$ cat src/rtl/surf_simplified_pkg.sv
// Shared constants and helpers for the simplified SURF Hessian multiplier path.
// Default operand/product widths match one DSP48 slice.
package surf_simplified_pkg;

    localparam int MUL_A_W = 16;
    localparam int MUL_B_W = 11;
    localparam int MUL_P_W = 16;

    // Never returns less than 1, so a tag port always exists.
    function automatic int clog2(input int n);
        int r;
        int v;
        r = 0;
        v = 1;
        while (v < n) begin
            v = v << 1;
            r++;
        end
        return (r < 1) ? 1 : r;
    endfunction

    function automatic logic [MUL_P_W-1:0] mul_trunc(input logic [MUL_A_W-1:0] a,
                                                     input logic [MUL_B_W-1:0] b);
        logic signed [MUL_A_W+MUL_B_W:0] full;
        full = $signed(a) * $signed({1'b0, b});
        return MUL_P_W'(full);
    endfunction

endpackage

$ cat src/rtl/surf_simplified_mul_core.sv
// Combinational signed x unsigned multiply, truncated to the low P_WIDTH bits.
// Sits between the operand and product registers so it maps onto one DSP block.
module surf_simplified_mul_core
    import surf_simplified_pkg::*;
#(
    parameter int A_WIDTH = MUL_A_W,
    parameter int B_WIDTH = MUL_B_W,
    parameter int P_WIDTH = MUL_P_W
) (
    input  logic [A_WIDTH-1:0] a,
    input  logic [B_WIDTH-1:0] b,
    output logic [P_WIDTH-1:0] p
);

    generate
        if (A_WIDTH == MUL_A_W && B_WIDTH == MUL_B_W && P_WIDTH == MUL_P_W) begin : g_pkg
            assign p = mul_trunc(a, b);
        end else begin : g_generic
            logic signed [A_WIDTH+B_WIDTH:0] full;
            assign full = $signed(a) * $signed({1'b0, b});
            assign p    = P_WIDTH'(full);
        end
    endgenerate

endmodule

$ cat src/rtl/surf_simplified_mul_arbiter.sv
// Round-robin shares one truncating multiplier among NUM_REQ requesters through
// a two-stage pipeline (operands, product) with a backpressured result channel.
module surf_simplified_mul_arbiter
    import surf_simplified_pkg::*;
#(
    parameter int  NUM_REQ  = 3,
    parameter int  A_WIDTH  = MUL_A_W,
    parameter int  B_WIDTH  = MUL_B_W,
    parameter int  P_WIDTH  = MUL_P_W,
    localparam int ID_WIDTH = clog2(NUM_REQ)
) (
    input  logic                       ap_clk,
    input  logic                       ap_rst_n,
    input  logic [NUM_REQ-1:0]         req_valid,
    output logic [NUM_REQ-1:0]         req_ready,
    input  logic [NUM_REQ*A_WIDTH-1:0] req_a,
    input  logic [NUM_REQ*B_WIDTH-1:0] req_b,
    output logic                       res_valid,
    input  logic                       res_ready,
    output logic [P_WIDTH-1:0]         res_p,
    output logic [ID_WIDTH-1:0]        res_id,
    output logic                       busy
);

    logic [A_WIDTH-1:0]  a_arr [NUM_REQ];
    logic [B_WIDTH-1:0]  b_arr [NUM_REQ];

    logic [ID_WIDTH-1:0] rr_reg, rr_next;
    logic                grant_v;
    logic [ID_WIDTH-1:0] grant_idx;
    logic                accept;

    logic                s1_v_reg, s2_v_reg;
    logic [A_WIDTH-1:0]  s1_a_reg;
    logic [B_WIDTH-1:0]  s1_b_reg;
    logic [ID_WIDTH-1:0] s1_id_reg, s2_id_reg;
    logic [P_WIDTH-1:0]  s2_p_reg;
    logic [P_WIDTH-1:0]  prod;
    logic                s1_en, s2_en;

    assign s2_en = !s2_v_reg || res_ready;
    assign s1_en = !s1_v_reg || s2_en;

    // Ready is held low during reset so nothing appears accepted while flushing.
    genvar gi;
    generate
        for (gi = 0; gi < NUM_REQ; gi++) begin : g_req
            assign a_arr[gi]     = req_a[gi*A_WIDTH +: A_WIDTH];
            assign b_arr[gi]     = req_b[gi*B_WIDTH +: B_WIDTH];
            assign req_ready[gi] = ap_rst_n && s1_en && grant_v && (grant_idx == ID_WIDTH'(gi));
        end
    endgenerate

    // First valid requester at or above the pointer, wrapping at NUM_REQ.
    always_comb begin
        int idx;
        idx       = 0;
        grant_v   = 1'b0;
        grant_idx = '0;
        for (int k = 0; k < NUM_REQ; k++) begin
            idx = (int'(rr_reg) + k) % NUM_REQ;
            if (!grant_v && req_valid[idx]) begin
                grant_v   = 1'b1;
                grant_idx = ID_WIDTH'(idx);
            end
        end
    end

    assign accept = |(req_valid & req_ready);

    always_comb begin
        rr_next = rr_reg;
        if (accept) begin
            rr_next = (grant_idx == ID_WIDTH'(NUM_REQ - 1)) ? '0 : grant_idx + 1'b1;
        end
    end

    surf_simplified_mul_core #(
        .A_WIDTH (A_WIDTH),
        .B_WIDTH (B_WIDTH),
        .P_WIDTH (P_WIDTH)
    ) u_core (
        .a (s1_a_reg),
        .b (s1_b_reg),
        .p (prod)
    );

    always_ff @(posedge ap_clk or negedge ap_rst_n) begin
        if (!ap_rst_n) begin
            rr_reg    <= '0;
            s1_v_reg  <= 1'b0;
            s1_a_reg  <= '0;
            s1_b_reg  <= '0;
            s1_id_reg <= '0;
            s2_v_reg  <= 1'b0;
            s2_p_reg  <= '0;
            s2_id_reg <= '0;
        end else begin
            rr_reg <= rr_next;
            if (s1_en) begin
                s1_v_reg <= accept;
                if (accept) begin
                    s1_a_reg  <= a_arr[grant_idx];
                    s1_b_reg  <= b_arr[grant_idx];
                    s1_id_reg <= grant_idx;
                end
            end
            if (s2_en) begin
                s2_v_reg <= s1_v_reg;
                if (s1_v_reg) begin
                    s2_p_reg  <= prod;
                    s2_id_reg <= s1_id_reg;
                end
            end
        end
    end

    assign res_valid = s2_v_reg;
    assign res_p     = s2_p_reg;
    assign res_id    = s2_id_reg;
    assign busy      = s1_v_reg || s2_v_reg;

endmodule

$ cat config.mk
export PLATFORM = sky130hd
export DESIGN_NAME = surf_simplified_mul_arbiter
export DESIGN_NICKNAME = d
export VERILOG_FILES = /design/src/rtl/surf_simplified_pkg.sv /design/src/rtl/surf_simplified_mul_core.sv /design/src/rtl/surf_simplified_mul_arbiter.sv
export SDC_FILE = /design/constraint.sdc
export NUM_CORES = 1
export LEC_CHECK = 0
export ABC_AREA = 1
export BUFFER_PORTS_ARGS = -buffer_cell sky130_fd_sc_hd__buf_2
export CELL_PAD_IN_SITES_DETAIL_PLACEMENT = 0
export CELL_PAD_IN_SITES_GLOBAL_PLACEMENT = 2
export CORE_MARGIN = 5
export CORE_UTILIZATION = 33
export DETAILED_ROUTE_END_ITERATION = 10
export GPL_TIMING_DRIVEN = 0
export PLACE_DENSITY = 0.79
export SLEW_MARGIN = 10
export SYNTH_ARGS = -nofsm -noshare
export SYNTH_HDL_FRONTEND = slang
export SYNTH_SLANG_ARGS = --single-unit
$ cat constraint.sdc
create_clock -name ap_clk -period 5.48 [get_ports ap_clk]
set_clock_uncertainty 0.05 [all_clocks]
set_input_delay 0.548 -clock ap_clk [delete_from_list [all_inputs] [get_ports ap_clk]]
set_output_delay 0.548 -clock ap_clk [all_outputs]
set_load 0.02 [all_outputs]
==> summary by stage <==
Global routing
Entering global routing, the biggest net connects 53 pins. The number of global-route vias before repair is 6256. The first-pass GRT wire length is 31.46 mm. The initial antenna violation count is 0. Summed over all layers, the global routing overflow is 0. In the global route stage, overall resource usage came out at 0.1659.

Synthesis
By area the synthesized netlist is led by sky130_fd_sc_hd__fa_1, sky130_fd_sc_hd__dfrtp_1, sky130_fd_sc_hd__nand2_1, sky130_fd_sc_hd__inv_1, sky130_fd_sc_hd__ha_1. The number of storage elements in the synthesis netlist is 51. The mean instance size in the synthesized netlist is 7.235 µm². Summed over all instances, the cell type with the most area after synthesis is sky130_fd_sc_hd__fa_1.

The cell count after synthesis came out at 918. The share of the Yosys chip area taken by registers is 0.1922. The most used flip-flop cell after synthesis is sky130_fd_sc_hd__dfrtp_1. The fraction of registers with async set or reset after synthesis is 1.000. The area share of the largest cell type after synthesis is 0.2261. The number of distinct library cell variants in the gate-level netlist after synthesis is 35.

Yosys printed 0 warnings. Yosys mapped a number of flops with a built-in enable equal to 0. Synthesis produced a netlist with a net count of 1120. In this run the cell area of the synthesized design comes to 6641 µm².

Placed design
The final weighted congestion in routability-driven placement is 0.7908. The cell area after placement is 7518 µm². The number of I/O port buffers is 109. The final HPWL from detailed placement is 15.56 mm.

Worst setup path
By startpoint and endpoint, the worst setup path is classified as flip-flop to flip-flop. At the worst endpoint, the arrival time is 5.28 ns. Counting buffers and inverters, the worst setup path is 17 cells deep. The cell that appears most often on the critical path is sky130_fd_sc_hd__fa_1.

The data required time at the worst endpoint is 5.66 ns. The worst setup path is launched from a flip-flop. Along the worst path, the maximum fanout reaches 9. The family with the most delay on the worst path is adder cells. The endpoint kind of the worst setup timing path is a flip-flop.

The largest stage delay on the critical path is 0.55 ns. The number of cell instances on the worst register-to-register path is 17. Traced cell by cell, the critical path runs through clkbuf_1 -> nand2_1 -> fa_1 -> inv_1 -> fa_1 -> fa_1 -> fa_1 -> inv_1 -> fa_1 -> inv_1 -> ha_1 -> inv_1 -> nor4_1 -> o21ai_0 -> nand3_1 -> nand2_1 -> a31oi_1. The cell type of the slowest stage on the worst timing path is sky130_fd_sc_hd__fa_1. The number of buffers and inverters on the critical path is 5.

Floorplan
The initial utilization of the core area, before any placement, comes to 0.3379. The die extent in x is 151.9 µm. The placeable core area is 19650 µm². The die covers 23060 µm². The die height is 151.9 µm. The number of placed I/O pins is 110.

The row count is 51.

Drt
The routed wire length is 18.51 mm. The post-detailed-route via-to-cell ratio is 4.534. The pre-antenna-repair detailed-routing pass consisted of 5 iterations. After detailed routing, the number of remaining DRC violations is 0. The remaining number of nets flagged by the antenna check after routing is 0. The first routing iteration left 252 violations. After detailed routing, the average wire length per cell comes to 14.38 µm. The total number of vias is 5835.

Final layout
The post-route cell area is 7634 µm². The layout overhead on the synthesized area is 14.94%. In the final layout, the share of cells above drive strength 1 is 0.1751. The count of nets after finishing is 1224. The number of antenna diodes in the final layout is 0.

Timing
Headroom to the max-slew limit came out at 0.5450. The fraction of the cycle the final worst path needs is 0.9314. For the pin with the worst max-slew slack, the measured transition is 0.6826 ns.

The final max-slew violation count is 0. Hold timing on the final database bottoms out at a slack of 0.2114 ns. The highest achievable clock rate is 195.9 MHz. Setup violations remaining at the end of the flow were counted as 0. Setup repair after global routing left no endpoint under its margin.

The count of final hold-check violations came to 0. After layout, the minimum clock period comes to 5.104 ns.

Clock network
For the worst-skew pair, the clock arrives at the later sink with an insertion delay of 0.30 ns. No sink is reached through more buffers than the 2 on the longest clock path. The clock slew seen by the registers of the worst setup and hold paths is 0.07 ns. TritonCTS built the clock tree. The number of setup buffers added after CTS is 0. The buffer type at the clock tree root is sky130_fd_sc_hd__clkbuf_16. The clock sink total is 51. TritonCTS created 5 clock buffers. In this run the number of H-tree levels came out at 2.

Run status
The run finished with clean final reports.

Hold path
The worst min-delay path category is input pin to async pin.

Flow run
Across the run, the number of max-cap violations was 0.
[per-stage QoR]
stage | setup TNS [ns] | utilization | worst slack (ns) | instances
6_report | 0 | 0.3884 | 0.3760 | 1287
5_1_grt | 0 | 0.3884 | 0.001847 | 1287
4_1_cts | 0 | 0.3897 | 0.04847 | 1297
3_5_place_dp | -0.04617 | 0.3825 | -0.02667 | 1292
3_3_place_gp | -0.01228 | 0.3825 | -0.01228 | 1292
2_1_floorplan | 0 | - | 0.7845 | 918
[per-layer routing]
layer,up-vias,global-route usage,routed length (µm)
met5,-,0,0
met1,2761,0.2106,8183
met3,12,0.03408,868
met2,120,0.2974,9271
met4,0,0.02526,181
li1,2942,-,-
[cells in the mapped netlist (3+ instances only)]
| cell type | number |
|---|---|
| sky130_fd_sc_hd__nor2_1 | 12 |
| sky130_fd_sc_hd__xor2_1 | 5 |
| sky130_fd_sc_hd__o21ai_0 | 21 |
| sky130_fd_sc_hd__ha_1 | 40 |
| sky130_fd_sc_hd__buf_4 | 4 |
| sky130_fd_sc_hd__nand2_2 | 3 |
| sky130_fd_sc_hd__nand3_1 | 84 |
| sky130_fd_sc_hd__clkbuf_1 | 32 |
| sky130_fd_sc_hd__fa_1 | 75 |
| sky130_fd_sc_hd__buf_2 | 6 |
| sky130_fd_sc_hd__a31oi_1 | 6 |
| sky130_fd_sc_hd__dfrtp_1 | 51 |
| sky130_fd_sc_hd__nand3_2 | 27 |
| sky130_fd_sc_hd__a21oi_1 | 6 |
| sky130_fd_sc_hd__nand3b_1 | 3 |
| sky130_fd_sc_hd__nand2_1 | 326 |
| sky130_fd_sc_hd__inv_1 | 193 |
[cells by family after synthesis]
family          synth area share
compound gates           0.03221
flops                     0.1922
buf+inv                   0.1469
fa+ha+maj                 0.3014
simple gates              0.3193
xor+xnor                0.007913
[worst paths after layout]
check / slack [ns] / end / start
worst min register to register: 0.43 / res_p[10] / res_p[10]
max in group asynchronous: 4.64 / s1_b_reg[3] / ap_rst_n
worst min-delay path: 0.21 / res_p[10] / ap_rst_n
min in group ap_clk: 0.43 / res_p[10] / res_p[10]
worst max-delay path: 0.38 / res_p[14] / s1_a_reg[8]
worst max register to register: 0.38 / res_p[14] / s1_a_reg[8]
[cell usage in the layout, fill, tap and decap left out, types with 3 or more instances in the layout]
cell and instances:
sky130_fd_sc_hd__o21ai_0 21, sky130_fd_sc_hd__fa_1 75, sky130_fd_sc_hd__a21oi_1 6, sky130_fd_sc_hd__nand3_2 27, sky130_fd_sc_hd__clkbuf_1 15, sky130_fd_sc_hd__nand2_2 3
sky130_fd_sc_hd__inv_1 193, sky130_fd_sc_hd__clkbuf_16 5, sky130_fd_sc_hd__buf_4 5, sky130_fd_sc_hd__nor2_1 12, sky130_fd_sc_hd__dfrtp_2 3, sky130_fd_sc_hd__dfrtp_1 48
sky130_fd_sc_hd__xor2_1 5, sky130_fd_sc_hd__ha_1 40, sky130_fd_sc_hd__buf_2 114, sky130_fd_sc_hd__a31oi_1 6, sky130_fd_sc_hd__nand2_1 326, sky130_fd_sc_hd__nand3_1 84
sky130_fd_sc_hd__nand3b_1 3, sky130_fd_sc_hd__clkbuf_2 5
[area by class of cell]
class | instances | area [µm²]
clock buffer | 6 | 138.9
inverter | 196 | 738.2
multi-input combinational | 625 | 4389
sequential | 51 | 1280
timing repair buffer | 109 | 548.0
tap | 265 | 331.6
fill | 2193 | 12020
clock inverter | 1 | 8.758
buffer | 34 | 198.9
[worst register-to-register path: cells and delay by family (launching register included)]
| kind | cells | cell delay [ns] |
|---|---|---|
| simple gates | 4 | 0.75 |
| flops | 1 | 0.32 |
| compound gates | 2 | 0.37 |
| buf+inv | 5 | 0.62 |
| fa+ha+maj | 6 | 2.91 |
[what timing repair did]
item,4_1_cts,5_1_grt
setup endpoints to repair,3,5
endpoints found under the hold margin,0,0
hold buffers,0,0
gates resized for setup,0,13
Power is not shown: default switching activity piles up to over one toggle a cycle in this logic, so the estimate is an artifact.
